**config.mk**
```make
export PLATFORM = sky130hd
export DESIGN_NAME = twiddle_seq
export DESIGN_NICKNAME = d
export VERILOG_FILES = /design/src/rtl/twiddle_seq.sv
export SDC_FILE = /design/constraint.sdc
export NUM_CORES = 1
export LEC_CHECK = 0
export ABC_AREA = 1
export CAP_MARGIN = 20
export CORE_MARGIN = 3
export CORE_UTILIZATION = 59
export CTS_CLUSTER_DIAMETER = 50
export CTS_CLUSTER_SIZE = 24
export DETAILED_ROUTE_END_ITERATION = 6
export GPL_TIMING_DRIVEN = 0
export HOLD_SLACK_MARGIN = 0.12
export PLACE_DENSITY = 0.9
export SETUP_SLACK_MARGIN = 0.5
export SLEW_MARGIN = 30
export SYNTH_ARGS = -nofsm -noshare
export SYNTH_HDL_FRONTEND = slang
export SYNTH_SLANG_ARGS = --single-unit
```
**constraint.sdc**
```tcl
create_clock -name clk -period 6 [get_ports clk]
set_input_delay 0.6 -clock clk [delete_from_list [all_inputs] [get_ports clk]]
set_output_delay 0.6 -clock clk [all_outputs]
set_load 0.02 [all_outputs]
```
**src/rtl/twiddle_seq.sv**
```systemverilog
// Twiddle-address sequencer for a shared-butterfly radix-2 DIF FFT.
// Walks stage/butterfly per frame, issues twiddle index k, and delays a tag to align with W.
module twiddle_seq #(
   parameter int ADDR_WIDTH = 11,
   parameter int W_LAT      = 2
) (
   input  logic                  clk,
   input  logic                  rst,
   input  logic                  start,
   input  logic [3:0]            cfg_log_n,
   input  logic                  bf_ready,
   output logic [ADDR_WIDTH+1:0] k,
   output logic                  k_valid,
   output logic                  w_valid,
   output logic [3:0]            w_stage,
   output logic [ADDR_WIDTH:0]   w_bfly,
   output logic                  w_last,
   output logic                  frame_done,
   output logic                  busy,
   output logic                  cfg_err,
   output logic [1:0]            dbg_state
);

   localparam int K_W = ADDR_WIDTH + 2;
   localparam int B_W = ADDR_WIDTH + 1;
   localparam logic [3:0] MAX_LOG = 4'(K_W);

   typedef enum logic [1:0] {IDLE = 2'd0, RUN = 2'd1, DRAIN = 2'd2} state_t;

   typedef struct packed {
      logic           valid;
      logic [3:0]     stage;
      logic [B_W-1:0] bfly;
      logic           last;
      logic           frame_last;
   } tag_t;

   state_t         state_q, state_d;
   logic [3:0]     log_n_q, log_n_d;
   logic [3:0]     s_q, s_d;
   logic [B_W-1:0] j_q, j_d;
   logic [K_W-1:0] k_q, k_d;
   tag_t           iss_q, iss_d;
   tag_t           dl_q [W_LAT];
   tag_t           dl_d [W_LAT];
   logic           cfg_err_q, cfg_err_d;

   logic [K_W-1:0] half_n, span_mask, p, e, k_new;
   logic [B_W-1:0] j_max;
   logic [3:0]     span_sh;
   logic           last_bfly, last_stage, cfg_ok, done_now;

   // Handshake: an issue happens on a rising edge in RUN with bf_ready high; k_valid
   // marks it one cycle later. There is no backpressure on the w side: w_valid is a
   // one-cycle event that the butterfly must consume immediately.
   always_comb begin
      half_n     = K_W'(1) << (log_n_q - 4'd1);
      j_max      = B_W'(half_n - K_W'(1));
      span_sh    = log_n_q - 4'd1 - s_q;
      span_mask  = (K_W'(1) << span_sh) - K_W'(1);
      p          = K_W'(j_q) & span_mask;
      e          = p << s_q;
      k_new      = e << (MAX_LOG - log_n_q);
      last_bfly  = (j_q == j_max);
      last_stage = (s_q == log_n_q - 4'd1);
      cfg_ok     = (cfg_log_n >= 4'd2) && (cfg_log_n <= MAX_LOG);
      done_now   = dl_q[W_LAT-1].valid && dl_q[W_LAT-1].frame_last;
   end

   always_comb begin
      state_d   = state_q;
      log_n_d   = log_n_q;
      s_d       = s_q;
      j_d       = j_q;
      k_d       = k_q;
      iss_d     = '0;
      cfg_err_d = 1'b0;
      case (state_q)
         IDLE: begin
            if (start) begin
               if (cfg_ok) begin
                  state_d = RUN;
                  log_n_d = cfg_log_n;
                  s_d     = 4'd0;
                  j_d     = '0;
               end else begin
                  cfg_err_d = 1'b1;
               end
            end
         end
         RUN: begin
            if (bf_ready) begin
               k_d              = k_new;
               iss_d.valid      = 1'b1;
               iss_d.stage      = s_q;
               iss_d.bfly       = j_q;
               iss_d.last       = last_bfly;
               iss_d.frame_last = last_bfly && last_stage;
               if (last_bfly) begin
                  j_d = '0;
                  s_d = s_q + 4'd1;
                  if (last_stage) state_d = DRAIN;
               end else begin
                  j_d = j_q + B_W'(1);
               end
            end
         end
         DRAIN: begin
            if (done_now) state_d = IDLE;
         end
         default: state_d = IDLE;
      endcase
   end

   // The generator is free-running, so the tag pipe shifts every cycle.
   always_comb begin
      dl_d[0] = iss_q;
      for (int i = 1; i < W_LAT; i++) dl_d[i] = dl_q[i-1];
   end

   always_ff @(posedge clk) begin
      if (rst) begin
         state_q   <= IDLE;
         log_n_q   <= '0;
         s_q       <= '0;
         j_q       <= '0;
         k_q       <= '0;
         iss_q     <= '0;
         cfg_err_q <= 1'b0;
         for (int i = 0; i < W_LAT; i++) dl_q[i] <= '0;
      end else begin
         state_q   <= state_d;
         log_n_q   <= log_n_d;
         s_q       <= s_d;
         j_q       <= j_d;
         k_q       <= k_d;
         iss_q     <= iss_d;
         cfg_err_q <= cfg_err_d;
         for (int i = 0; i < W_LAT; i++) dl_q[i] <= dl_d[i];
      end
   end

   assign k          = k_q;
   assign k_valid    = iss_q.valid;
   assign w_valid    = dl_q[W_LAT-1].valid;
   assign w_stage    = dl_q[W_LAT-1].stage;
   assign w_bfly     = dl_q[W_LAT-1].bfly;
   assign w_last     = dl_q[W_LAT-1].last;
   assign frame_done = done_now;
   assign busy       = (state_q != IDLE);
   assign cfg_err    = cfg_err_q;
   assign dbg_state  = state_q;

endmodule

```
; After elaboration in Yosys (flattened, before gate mapping)
; Memory sizes are Yosys's and may differ from the RTL's.
; Index checks and enable logic that the tools add are counted.
[op_classes]
eq_ne = 10
addsub = 7
shifts = 4
n_lt_le_gt_ge = 2
n_reduce_logical = 14
mux = 24
bitwise = 7
[op_table]
columns = cell, count
row1 = 19-bit 2-to-1 mux, 3
row2 = 12-bit 2-to-1 mux, 4
row3 = 13-bit by 4-bit left shift with 13-bit output, 2
row4 = 12-bit one-hot mux with 2 select lines, 1
row5 = 4-bit 2-to-1 mux, 4
row6 = 12-bit by 13-bit bitwise AND with 13-bit output, 1
row7 = "1-bit by 4-bit left shift with 13-bit output, first input constant", 1
row8 = "13-bit by 2-bit subtractor with 13-bit output, second input constant", 1
row9 = "12-bit by 1-bit adder with 12-bit output, second input constant", 1
row10 = 12-bit == test, 1
row11 = 2-bit 2-to-1 mux, 6
row12 = "2-bit inequality test, second input constant", 6
row13 = "1-bit by 4-bit left shift with 12-bit output, first input constant", 1
row14 = "12-bit by 1-bit subtractor with 12-bit output, second input constant", 1
row15 = 4-bit one-hot mux with 2 select lines, 1
row16 = 2-bit one-hot mux with 3 select lines, 1
row17 = 6-bit AND reduction, 1
row18 = 3-bit OR reduction, 2
row19 = 5-bit AND reduction, 1
row20 = "4-bit by 1-bit adder with 4-bit output, second input constant", 1
row21 = 4-bit == test, 1
row22 = "4-bit by 2-bit >= comparator with 1-bit output, second input constant", 1
row23 = "4-bit <= comparator, second input constant", 1
row24 = 1-bit 2-to-1 mux, 4
row25 = 14 further kinds, 21
[totals]
register_bits = 55
in_bits = 8
memories = 1
ramBits = 38
output_inout_bits = 37
wordCells = 80
[memory_table]
columns = memory, words, width, rd, rd_ports_with_merged_regs, write_ports, line
row1 = dl_q, 2, 19, 2, 0, 2, 44  ; tag_t dl_q [W_LAT];

; Logic depth before layout (Yosys ltp)
; Gate-level depths: netlist (run 1).
[depth]
depth_word = 7
depth_mapped = 35
depth_no_buf = 31

; Worst setup path before layout (run 1)
; Ideal clock, no wire load.
[synth_timing]
kind = register to register
from = register log_n_q[1]
to = register k_q[10], in the netlist k[10]
path_stages_with_launch = 31
setup_ns = 0.070
synth_period_minus_slack_ns = 4.264
arrival_ns = 4.193
slack_ns = 1.736
required_ns = 5.930
n_path_buf = 4
cell_sequence = dfxtp_1 -> clkbuf_1 -> inv_1 -> clkbuf_1 -> ha_1 -> nand2_1 -> nand2_2 -> inv_2 -> ha_1 -> nand2_1 -> inv_1 -> nor3_1 -> nand3_2 -> nand2_4 -> buf_6 -> nand4_1 -> ha_1 -> clkbuf_1 -> nand3_1 -> nand3_1 -> nand2_1 -> nand3_1 -> o21ai_1 -> nand2_1 -> nor2_1 -> nand2_1 -> a31oi_4 -> nand2_1 -> a21oi_1 -> nand2_1 -> a21oi_1
[synth_between]
elab_chain_len = 7
elab_cells_between_ends = 8
cone_classes = add/sub (4) / shift (3) / bitwise (1)
[synth_lines]
columns = item, line
row1 = start: declaration, 39  ; logic [3:0] log_n_q, log_n_d;
row2 = start signal: assignment, 133  ; log_n_q <= log_n_d;
row3 = 4-bit by 1-bit subtractor with 4-bit output, 59  ; span_sh = log_n_q - 4'd1 - s_q;
row4 = 4-bit subtractor, 59
row5 = 1-bit by 4-bit left shift with 13-bit output, 60  ; span_mask = (K_W'(1) << span_sh) - K_W'(1);
row6 = 13-bit by 2-bit subtractor with 13-bit output, 60
row7 = 12-bit by 13-bit bitwise AND with 13-bit output, 61  ; p = K_W'(j_q) & span_mask;
row8 = 13-bit by 4-bit left shift with 13-bit output, 62  ; e = p << s_q;
row9 = 13-bit by 4-bit left shift with 13-bit output (*), 63  ; k_new = e << (MAX_LOG - log_n_q);
row10 = end signal: assignment, 136  ; k_q <= k_d;
row11 = end: declaration, 42  ; logic [K_W-1:0] k_q, k_d;
; Every way passes the cells marked *; elsewhere a longest branch is shown, timed or not.
; A chain may end at the register's enable or synchronous reset.

; Worst setup path in the final report (run 1)
[layout_timing]
from = register log_n_q[1]
to = register k_q[12], in the netlist k[12]
; Same word-level chain as after synthesis.

==> results.toml, run 1 <==
[detailed_routing]
routed_via_density = 5.533
number_of_drc_markers_after_the_initial_detailed_route_iteration = 386
drcViolationCount = 0
drtAntennaViolNets = 0
drt_wl_total_um = 13620
drt_pre_antenna_iters = 7
overall_via_count_from_detail_route = 5301
avgRoutedWirePerCell_um = 14.21

[grt]
groute.usage.overall_pct = 27.29
grt_remaining_overflow = 0
wire_length_of_the_first_global_routing_pass_um = 22540
antenna_found_initial = 0
grt_max_degree = 19
grt_pass1_vias = 4929

[synthesis]
synth.net_count = 814
ys_top_cells_by_count = "nand2_1 (175), nand3_1 (106), nor2_1 (99), dfxtp_1 (93), inv_1 (88)"
synth_enable_flop_cells = 0
ff_latch_count_synth = 93
yosys-top-cells-area = "dfxtp_1 (34%), nand2_1 (12%), nand3_1 (9.8%)"
post_synth_mux_area_share_pct = 0
synth_area_per_cell_um2 = 6.840
post-synth-top-area-cell = "dfxtp_1"
mappedNetlistArea_um2 = 5404
fraction_of_the_mapped_netlist_area_in_adder_cells_pct = 3.843
synth.top_cell.area_share_pct = 34.45
synth_compound_gate_area_share_pct = 6.298
yosysWarningCount = 0
synthFlopType = "dfxtp_1"
synthesis.instances = 790
synth-simple-area-share_pct = 39.85
dominant_combinational_cell_family_by_area_after_synthesis = "simple AND/OR/NAND/NOR gates"
ys_types = 49
async_flop_share_pct = 0
synth_xor_xnor_area_share_pct = 4.052
seq_area_frac_synth_pct = 34.45
yosys.cell_count.top_type = "nand2_1"

[place]
place.port_buffers = 44
postPlaceCellArea_um2 = 5979
place_worst_setup_slack_ps = 870.0
placed_wire_length_estimate_after_detailed_placement_um = 10530
gpl.final_weighted_congestion = 0.9563

[sta]
min_period_over_period_pct = 82.88
totalNegativeSetupSlack_ps = 0
finClkSkew_ps = 14.91
drv_slew = 0
fmax_mhz = 201.1
max_slew_margin_pct = 57.35
final.min_clock_period_ps = 4973
finalSetupViolations = 0
tightest_slew_ps = 637.5
postLayoutSetupSlackWorst_ps = 1027
whs_ps = 397.1
final-hold-violation-count = 0
rsz0062_at_grt = "false"

[outcome]
outcome = "finished clean"

[floorplanning]
floorplan.initialDensity_pct = 61.37
ios = 45
die_width_um = 101.7
floorplan_die_height_um = 101.7
floorplan.core_area_um2 = 8806
placement_rows = 34
fp.dieArea_um2 = 10340

[worst_setup_path]
worst-endpoint-required_ps = 6300
worst_ep_arrival_time_ps = 5280
critical-path-top-delay-family = "simple AND/OR/NAND/NOR gates"
worstSetupStartpointType = "flip-flop"
setup.worst_path.class = "flip-flop to flip-flop"
crit_fanout = 14
crit_path_max_incr_delay_ps = 420
critical_path_buf_inv_count = 8
timing.critical_path.to_type = "flip-flop"
critPathMostFrequentCell = "nand2_1"
critical-path-slowest-cell = "dfxtp_1"

[power]
p_leak_nw = 2.635
power_dens_cells_nw_per_um2 = 227.2
vdd_drop_max_v = 0.0001144

[clocking]
hold_buffers = 0
clock-root-buffer = "clkbuf_8"
insertion_delay_of_the_later_clocked_pin_in_the_worst_skew_pair_ps = 380
numClockSinks = 93
register_clock_pin_slew_on_the_reported_worst_setup_and_hold_paths_ps = 100
largest_buffer_count_on_any_clock_path = 2
tritoncts = "built"
cts_buffers = 9
cts.htree.levels = 3

[layout]
finished_cell_area_um2 = 6176
fraction_of_layout_cells_with_a_size_suffix_above_1_pct = 11.76
finalNetCount = 869
area_growth_from_synthesis_to_layout_pct = 14.29
antenna_diodes = 0

[worst_hold_path]
class_of_the_worst_hold_path = "flip-flop to flip-flop"

[run]
drv.max_cap_violation_count = 0
==> layout make-up <==
class / count / area [um^2]
multi-input cells: 553 / 2925
fillers: 719 / 2630
flip-flops and latches: 93 / 1863
repair buffers: 44 / 440.4
inverters: 102 / 385.4
plain buffers: 42 / 240.2
well taps: 108 / 135.1
clock buffers: 9 / 123.9
clock inverters: 7 / 62.56
==> power by group <==
part | leakage, nW | internal, W | total [W] | switching [W]
Combinational | 1.79 | 0.000118 | 0.000365 | 0.000246
Sequential | 0.751 | 0.000623 | 0.000632 | 0.00000808
Clock | 0.0984 | 0.000161 | 0.000407 | 0.000246
==> cells in the final DEF, fill, tap and decap left out, types with 8 or more instances in the layout <==
cell / instances
buf_4: 16
nand2_2: 9
nand3_1: 106
nand3_2: 9
ha_1: 15
dfxtp_1: 92
nor3_1: 8
inv_1: 88
nand4_1: 15
clkbuf_8: 9
nor2_2: 8
a21oi_1: 28
inv_2: 10
nor2_1: 99
o21ai_0: 14
clkbuf_1: 12
clkdlybuf4s50_1: 44
xor2_1: 22
nand2_1: 175
==> timing repair <==
| action | 4_1_cts | 5_1_grt |
|---|---|---|
| setup buffers | 0 | 0 |
| endpoints found under the setup margin | 0 | 11 |
| resized for setup | 0 | 8 |
==> logic make-up (layout without fill, tap and decap cells) <==
family,Yosys count,after routing
compound gates,57,57
xor+xnor,25,25
fa+ha+maj,16,16
buf+inv,144,204
flops,93,93
simple gates,455,455
==> registers in the layout, indices dropped and copies added, names as in the netlist <==
signal / count
cfg_err: 1
dbg_state: 2
k_valid: 1
dl_d: 18
s_q: 4
k: 13
dl_q: 38
log_n_q: 4
j_q: 12
==> through the flow <==
stage / utilization, % / cells / power, W
after floorplan: - / 790 / 0.0009201
after global placement: 67.90 / 942 / 0.0009866
after detailed placement: 67.90 / 942 / 0.0009978
after CTS: 70.02 / 958 / 0.001394
after global routing: 70.13 / 958 / 0.001470
final: 70.13 / 958 / 0.001403
==> final timing paths <==
path,depth (start not counted),from,slack [ps],end
setup / recovery,34,log_n_q[1],1030,k[12]
hold / removal,2,dl_q[0][6],400,dl_q[0][25]
setup reg to reg,34,log_n_q[1],1030,k[12]
hold reg to reg,2,dl_q[0][6],400,dl_q[0][25]
==> routing by layer <==
layer  track usage [%]  up-vias  part of all wire, %  wire (um)
li1                  -     2605                    -          -
met1             34.16     2432                   42       5670
met2             47.28      235                   49       6684
met3             5.372       29                  7.5       1024
met4             8.487        0                  1.7        236
met5                 0        -                    0          0
==> worst reg2reg max path, delay by kind of cell (launching register included) <==
family,cells,cell delay [ps]
AND/OR/NAND/NOR,21,2200
buffers and inverters,8,1150
adder cells (fa/ha/maj),3,850
flip-flops,1,420
AO/OA/AOI/OAI,2,300
Power figures use the tool's default switching activity.
==> run 2: changes to the inputs <==
clock period = 4.6 ns   (was 6 ns; I/O delays follow)
==> run 2 against run 1 <==
Clock power rose by 30%; cell count rose by 2.3%; hold slack improved by 5.9 ps; maximum frequency rose by 22%; first-iteration DRC count rose by 42%; sequential share of layout area fell by 2.5 points; global-route usage rose by 1.2 points; via count rose by 5.4%; final area rose by 9.3%; sequential power rose by 30%; wire length rose by 14%; flip-flop and latch count did not move; critical path type unchanged.
==> results.toml, run 2 (synthesis gave the netlist of run 1 again) <==
[outcome]
outcome = "finished clean"

[worst_setup_path]
critPathMostFrequentCell = "nand2_2"
crit-reg2reg-launch = "log_n_q[1]"
r2r-end = "k[10]"
startpoint = "log_n_q[1]"
worstSetupStartpointType = "flip-flop"
setup.worst_path.class = "flip-flop to flip-flop"
timing.critical_path.to_type = "flip-flop"
worst-endpoint-required_ps = 4920
critical_path_buf_inv_count = 8
worst_ep_arrival_time_ps = 4410
path_depth = 32
critical-path-slowest-cell = "dfxtp_2"
crit_path_max_incr_delay_ps = 360
critical-path-top-delay-family = "simple AND/OR/NAND/NOR gates"
regToRegSetupSlack_ps = 510
crit_fanout = 5
worst-r2r-cell-count = 32
timing.critical_path.to = "k[10]"

[floorplanning]
die_width_um = 101.7
floorplan_die_height_um = 101.7
fp.dieArea_um2 = 10340
placement_rows = 34
floorplan.initialDensity_pct = 61.37
ios = 45
floorplan.core_area_um2 = 8806

[grt]
grt_max_degree = 19
antenna_found_initial = 0
grt_pass1_vias = 5124
grt_remaining_overflow = 0
groute.usage.overall_pct = 28.48
wire_length_of_the_first_global_routing_pass_um = 23440

[layout]
finalNetCount = 891
most_frequent_cells_in_the_layout = "nand2_1 (152), nor2_1 (94), dfxtp_1 (90), inv_1 (84), nand3_1 (78)"
antenna_diodes = 0
fraction_of_layout_cells_with_a_size_suffix_above_1_pct = 22.36
largest_register_ff_count = 38
layout.cells.most_common = "nand2_1"
registers.top_by_ff_count = "dl_q"
area_growth_from_synthesis_to_layout_pct = 24.94
layout.cells.non_filler = 980

[sta]
finalSetupViolations = 0
finClkSkew_ps = 19.34
max_slew_margin_pct = 51.64
min_period_over_period_pct = 88.94
postLayoutSetupSlackWorst_ps = 508.6
drv_slew = 0
final.min_clock_period_ps = 4091
tightest_slew_ps = 722.9
whs_ps = 403.0
totalNegativeSetupSlack_ps = 0
final-hold-violation-count = 0
rsz0062_at_grt = "true"
fmax_mhz = 244.4

[place]
placed_wire_length_estimate_after_detailed_placement_um = 10640
place.port_buffers = 44
dpl.cell_count = 942
gpl.final_weighted_congestion = 0.9815
place_worst_setup_slack_ps = -428.0

[power]
p_leak_nw = 2.855
power_dens_cells_nw_per_um2 = 288.7
vdd_drop_max_v = 0.0001556
finalPower_w = 0.001949

[detailed_routing]
overall_via_count_from_detail_route = 5589
routed_via_density = 5.703
avgRoutedWirePerCell_um = 15.87
drcViolationCount = 0
number_of_drc_markers_after_the_initial_detailed_route_iteration = 547
drtAntennaViolNets = 0
drt_pre_antenna_iters = 6
drt_wl_total_um = 15560

[clocking]
clock-root-buffer = "clkbuf_8"
register_clock_pin_slew_on_the_reported_worst_setup_and_hold_paths_ps = 110
tritoncts = "built"
insertion_delay_of_the_later_clocked_pin_in_the_worst_skew_pair_ps = 380
largest_buffer_count_on_any_clock_path = 2
cts_buffers = 9
cts.htree.levels = 3
numClockSinks = 93

[run]
drv.max_cap_violation_count = 0

[worst_hold_path]
class_of_the_worst_hold_path = "flip-flop to flip-flop"
-- run 2: changes by cell type in the layout (fill, tap and decap cells not counted), sizes merged --
cell,delta
buf,+24
clkbuf,-2
-- run 2: final cells by class --
type                    instances  area, um^2
plain buffers                  42       287.8
clock buffers                   9       123.9
clock inverters                 7       60.06
fillers                       629        2054
inverters                     102       397.9
multi-input cells             553        3243
flip-flops and latches         93        1868
well taps                     108       135.1
repair buffers                 66       635.6
-- run 2: metal layers --
| metal | wire length (um) | vias to the layer above | GRT usage, % | part of all wire [%] |
|---|---|---|---|---|
| li1 | - | 2646 | - | - |
| met1 | 6102 | 2583 | 35.64 | 39 |
| met2 | 7589 | 282 | 49.45 | 49 |
| met3 | 1187 | 78 | 4.477 | 7.6 |
| met4 | 675 | 0 | 10.33 | 4.3 |
| met5 | 0 | - | 0 | 0 |
-- run 2: metrics by stage --
stage,instance area (um^2),util (%)
3_5_place_dp,5982,67.93
3_3_place_gp,5982,67.93
2_1_floorplan,5406,-
4_1_cts,6351,72.12
6_report,6751,76.67
5_1_grt,6751,76.67
-- run 2: power breakdown --
part / total [W] / internal, W / switching, W / leakage (nW)
registers: 0.000824 / 0.000813 / 0.0000105 / 0.752
logic: 0.000598 / 0.000218 / 0.000380 / 2.01
clock network: 0.000528 / 0.000208 / 0.000320 / 0.0969
total: 0.00195 / 0.00124 / 0.000710 / 2.85
-- run 2: repair_timing --
| action | 4_1_cts | 5_1_grt |
|---|---|---|
| buffers inserted | 11 | 10 |
| setup endpoints to repair | 12 | 12 |
| gates cloned | 0 | 1 |
| pin swaps | 8 | 40 |
| hold endpoints to repair | 0 | 0 |
| gates resized for setup | 28 | 78 |
| hold buffers | 0 | 0 |
-- run 2: worst min-delay path by stage --
| stage | startpoint | end | slack [ps] | cells past startpoint |
|---|---|---|---|---|
| final | dl_d[33] | dl_q[0][14] | 400 | 2 |
| after global placement | dl_q[0][11] | dl_q[0][30] | 390 | 2 |
| after global routing | dl_q[0][4] | dl_q[0][23] | 410 | 2 |
| after detailed placement | dl_d[27] | dl_q[0][8] | 390 | 2 |
| after floorplan | dl_d[19] | dl_q[0][0] | 390 | 2 |
| after CTS | dl_q[0][4] | dl_q[0][23] | 400 | 2 |
-- run 2: tightest hold or removal path, stage by stage (launching register included) --
cell and delay [ps]:
dfxtp_1 310, inv_1 40, nor2_1 30
==> run 3: changes to the inputs <==
CORE_UTILIZATION = 55   (was 59)
PLACE_DENSITY = 0.85   (was 0.9)
SKIP_CTS_REPAIR_TIMING = 1   (was default)
==> run 3 against run 2 <==
Setup slack better by 9.4 ps; sequential share of layout area up 0.68 points; register-to-register slack about the same; non-clock buffer count up 3; critical path depth down 5; power down 1.3%; wire length down 2.8%; via count up 1.5%; flip-flop and latch count unchanged; clock skew down 6.5 ps.
==> results.toml, run 3 (synthesis gave the netlist of run 1 again) <==
[clocking]
clock-root-buffer = "clkbuf_8"
largest_buffer_count_on_any_clock_path = 2
tritoncts = "built"
register_clock_pin_slew_on_the_reported_worst_setup_and_hold_paths_ps = 100
cts_buffers = 9
insertion_delay_of_the_later_clocked_pin_in_the_worst_skew_pair_ps = 370
cts.htree.levels = 3
numClockSinks = 93

[power]
comb_power_share_pct = 29.9
vdd_drop_max_v = 0.0001284
power.share.clock_pct = 27.3
power_dens_cells_nw_per_um2 = 291.6
power.switching_fraction_pct = 36.07
p_seq_share_pct = 42.8
p_leak_nw = 2.788
p_int_w = 0.001229
power_switching_w = 0.0006935

[sta]
drv_slew = 0
postLayoutSetupSlackWorst_ps = 518.0
rsz0062_at_grt = "true"
tightest_slew_ps = 723.5
final.min_clock_period_ps = 4082
final-hold-violation-count = 0
fmax_mhz = 245.0
max_slew_margin_pct = 51.61
finalSetupViolations = 0
finClkSkew_ps = 12.84
min_period_over_period_pct = 88.74

[worst_setup_path]
crit_fanout = 5
worst_ep_arrival_time_ps = 4390
startpoint = "log_n_q[1]"
crit-reg2reg-launch = "log_n_q[1]"
timing.critical_path.to_type = "flip-flop"
setup.worst_path.class = "flip-flop to flip-flop"
worst-endpoint-required_ps = 4910
worstSetupStartpointType = "flip-flop"

[place]
dpl.cell_count = 963
place_worst_setup_slack_ps = -302.6
placed_wire_length_estimate_after_detailed_placement_um = 9854
gpl.final_weighted_congestion = 0.9436
place.port_buffers = 44

[floorplanning]
floorplan.initialDensity_pct = 57.40
floorplan.core_area_um2 = 9415
fp.dieArea_um2 = 11050
die_width_um = 105.1
placement_rows = 35
floorplan_die_height_um = 105.1
ios = 45

[run]
drv.max_cap_violation_count = 0

[layout]
largest_register_ff_count = 38
finalNetCount = 894
layout.cells.non_filler = 1004
area_growth_from_synthesis_to_layout_pct = 22.04
layout.cells.most_common = "nand2_1"
most_frequent_cells_in_the_layout = "nand2_1 (167), nand3_1 (102), nor2_1 (94), dfxtp_1 (91), inv_1 (84)"
registers.top_by_ff_count = "dl_q"
antenna_diodes = 0
nFillCells = 686
fraction_of_layout_cells_with_a_size_suffix_above_1_pct = 17.94

[worst_hold_path]
class_of_the_worst_hold_path = "flip-flop to flip-flop"
hold_path_startpoint = "dl_q[0][8]"

[grt]
grt_pass1_vias = 4841
grt_remaining_overflow = 0
antenna_found_initial = 0
groute.usage.overall_pct = 24.52
wire_length_of_the_first_global_routing_pass_um = 22470
grt_max_degree = 19

[detailed_routing]
drt_wl_total_um = 15120
drt_pre_antenna_iters = 5
routed_via_density = 5.649
drcViolationCount = 0
avgRoutedWirePerCell_um = 15.05
overall_via_count_from_detail_route = 5672
number_of_drc_markers_after_the_initial_detailed_route_iteration = 679
drtAntennaViolNets = 0

[outcome]
outcome = "finished clean"
run 3: cell types whose count changed in the layout (fill, tap and decap cells not counted), moves of 3 or more:
cell     delta
nand3_1    +24
a21oi_2     -4
buf_4       +4
nand3_2    -23
nand2_2    -15
a21oi_1     +3
nand2_1    +15
run 3: path summary, 6_finish.rpt:
| path | cells after the start | slack (ps) | to |
|---|---|---|---|
| worst max-delay path | 27 | 520 | k[10] |
| worst min register to register | 2 | 400 | dl_q[0][27] |
| worst min-delay path | 2 | 400 | dl_q[0][27] |
| worst max register to register | 27 | 520 | k[10] |
run 3: per-layer routing:
layer / vias up / routed length (um) / track usage, %
met4: 0 / 515 / 6.935
met3: 59 / 1116 / 3.582
li1: 2661 / - / -
met2: 323 / 7342 / 40.65
met1: 2629 / 6140 / 33.22
met5: - / 0 / 0
run 3: critical path: stages, from the launching register on:
cell and delay (ps):
dfxtp_4 370, buf_6 120, inv_4 50, buf_12 130, ha_4 160, inv_2 50, nand2_2 60, nand2_4 120
inv_4 50, ha_4 300, nand2_4 60, nor2_4 130, nor2_1 70, nand2_1 110, nand3_2 120, nand2_4 100
buf_6 110, nand4_1 100, ha_2 300, o31ai_2 260, nand2_2 120, nor2_2 180, nand3_1 220, a31oi_4 300
nand2_1 80, a21oi_1 170, nand2_1 80, a21oi_1 110
run 3: area by class of cell:
class | instances | area, um^2 | area share [%]
flip-flops and latches | 93 | 1869 | 28.34
repair buffers | 69 | 625.6 | 9.486
plain buffers | 42 | 280.3 | 4.250
multi-input cells | 553 | 3075 | 46.63
clock inverters | 7 | 65.06 | 0.9865
clock buffers | 9 | 123.9 | 1.878
inverters | 102 | 394.1 | 5.976
well taps | 129 | 161.4 | 2.447
run 3: power groups by stage:
| stage | registers (W) | logic [W] | clock network, W |
|---|---|---|---|
| after floorplan | 0.000843 | 0.000358 | 0 |
| final | 0.000822 | 0.000576 | 0.000525 |
| after global routing | 0.000824 | 0.000621 | 0.000564 |
| after CTS | 0.000823 | 0.000461 | 0.000527 |
| after detailed placement | 0.000841 | 0.000455 | 0 |
| after global placement | 0.000841 | 0.000446 | 0 |
run 3: metrics by stage:
stage                     power, W  area, um^2  util, %  hold slack, ps  TNS (ps)
after global placement    0.001288        6008    63.81           389.1     -1473
after detailed placement  0.001296        6008    63.81           392.4     -2008
after CTS                 0.001810        6197    65.82           405.2     -2666
after floorplan           0.001200        5406        -           388.3         0
after global routing      0.002009        6595    70.05           421.3         0
final                     0.001923        6595    70.05           404.5         0
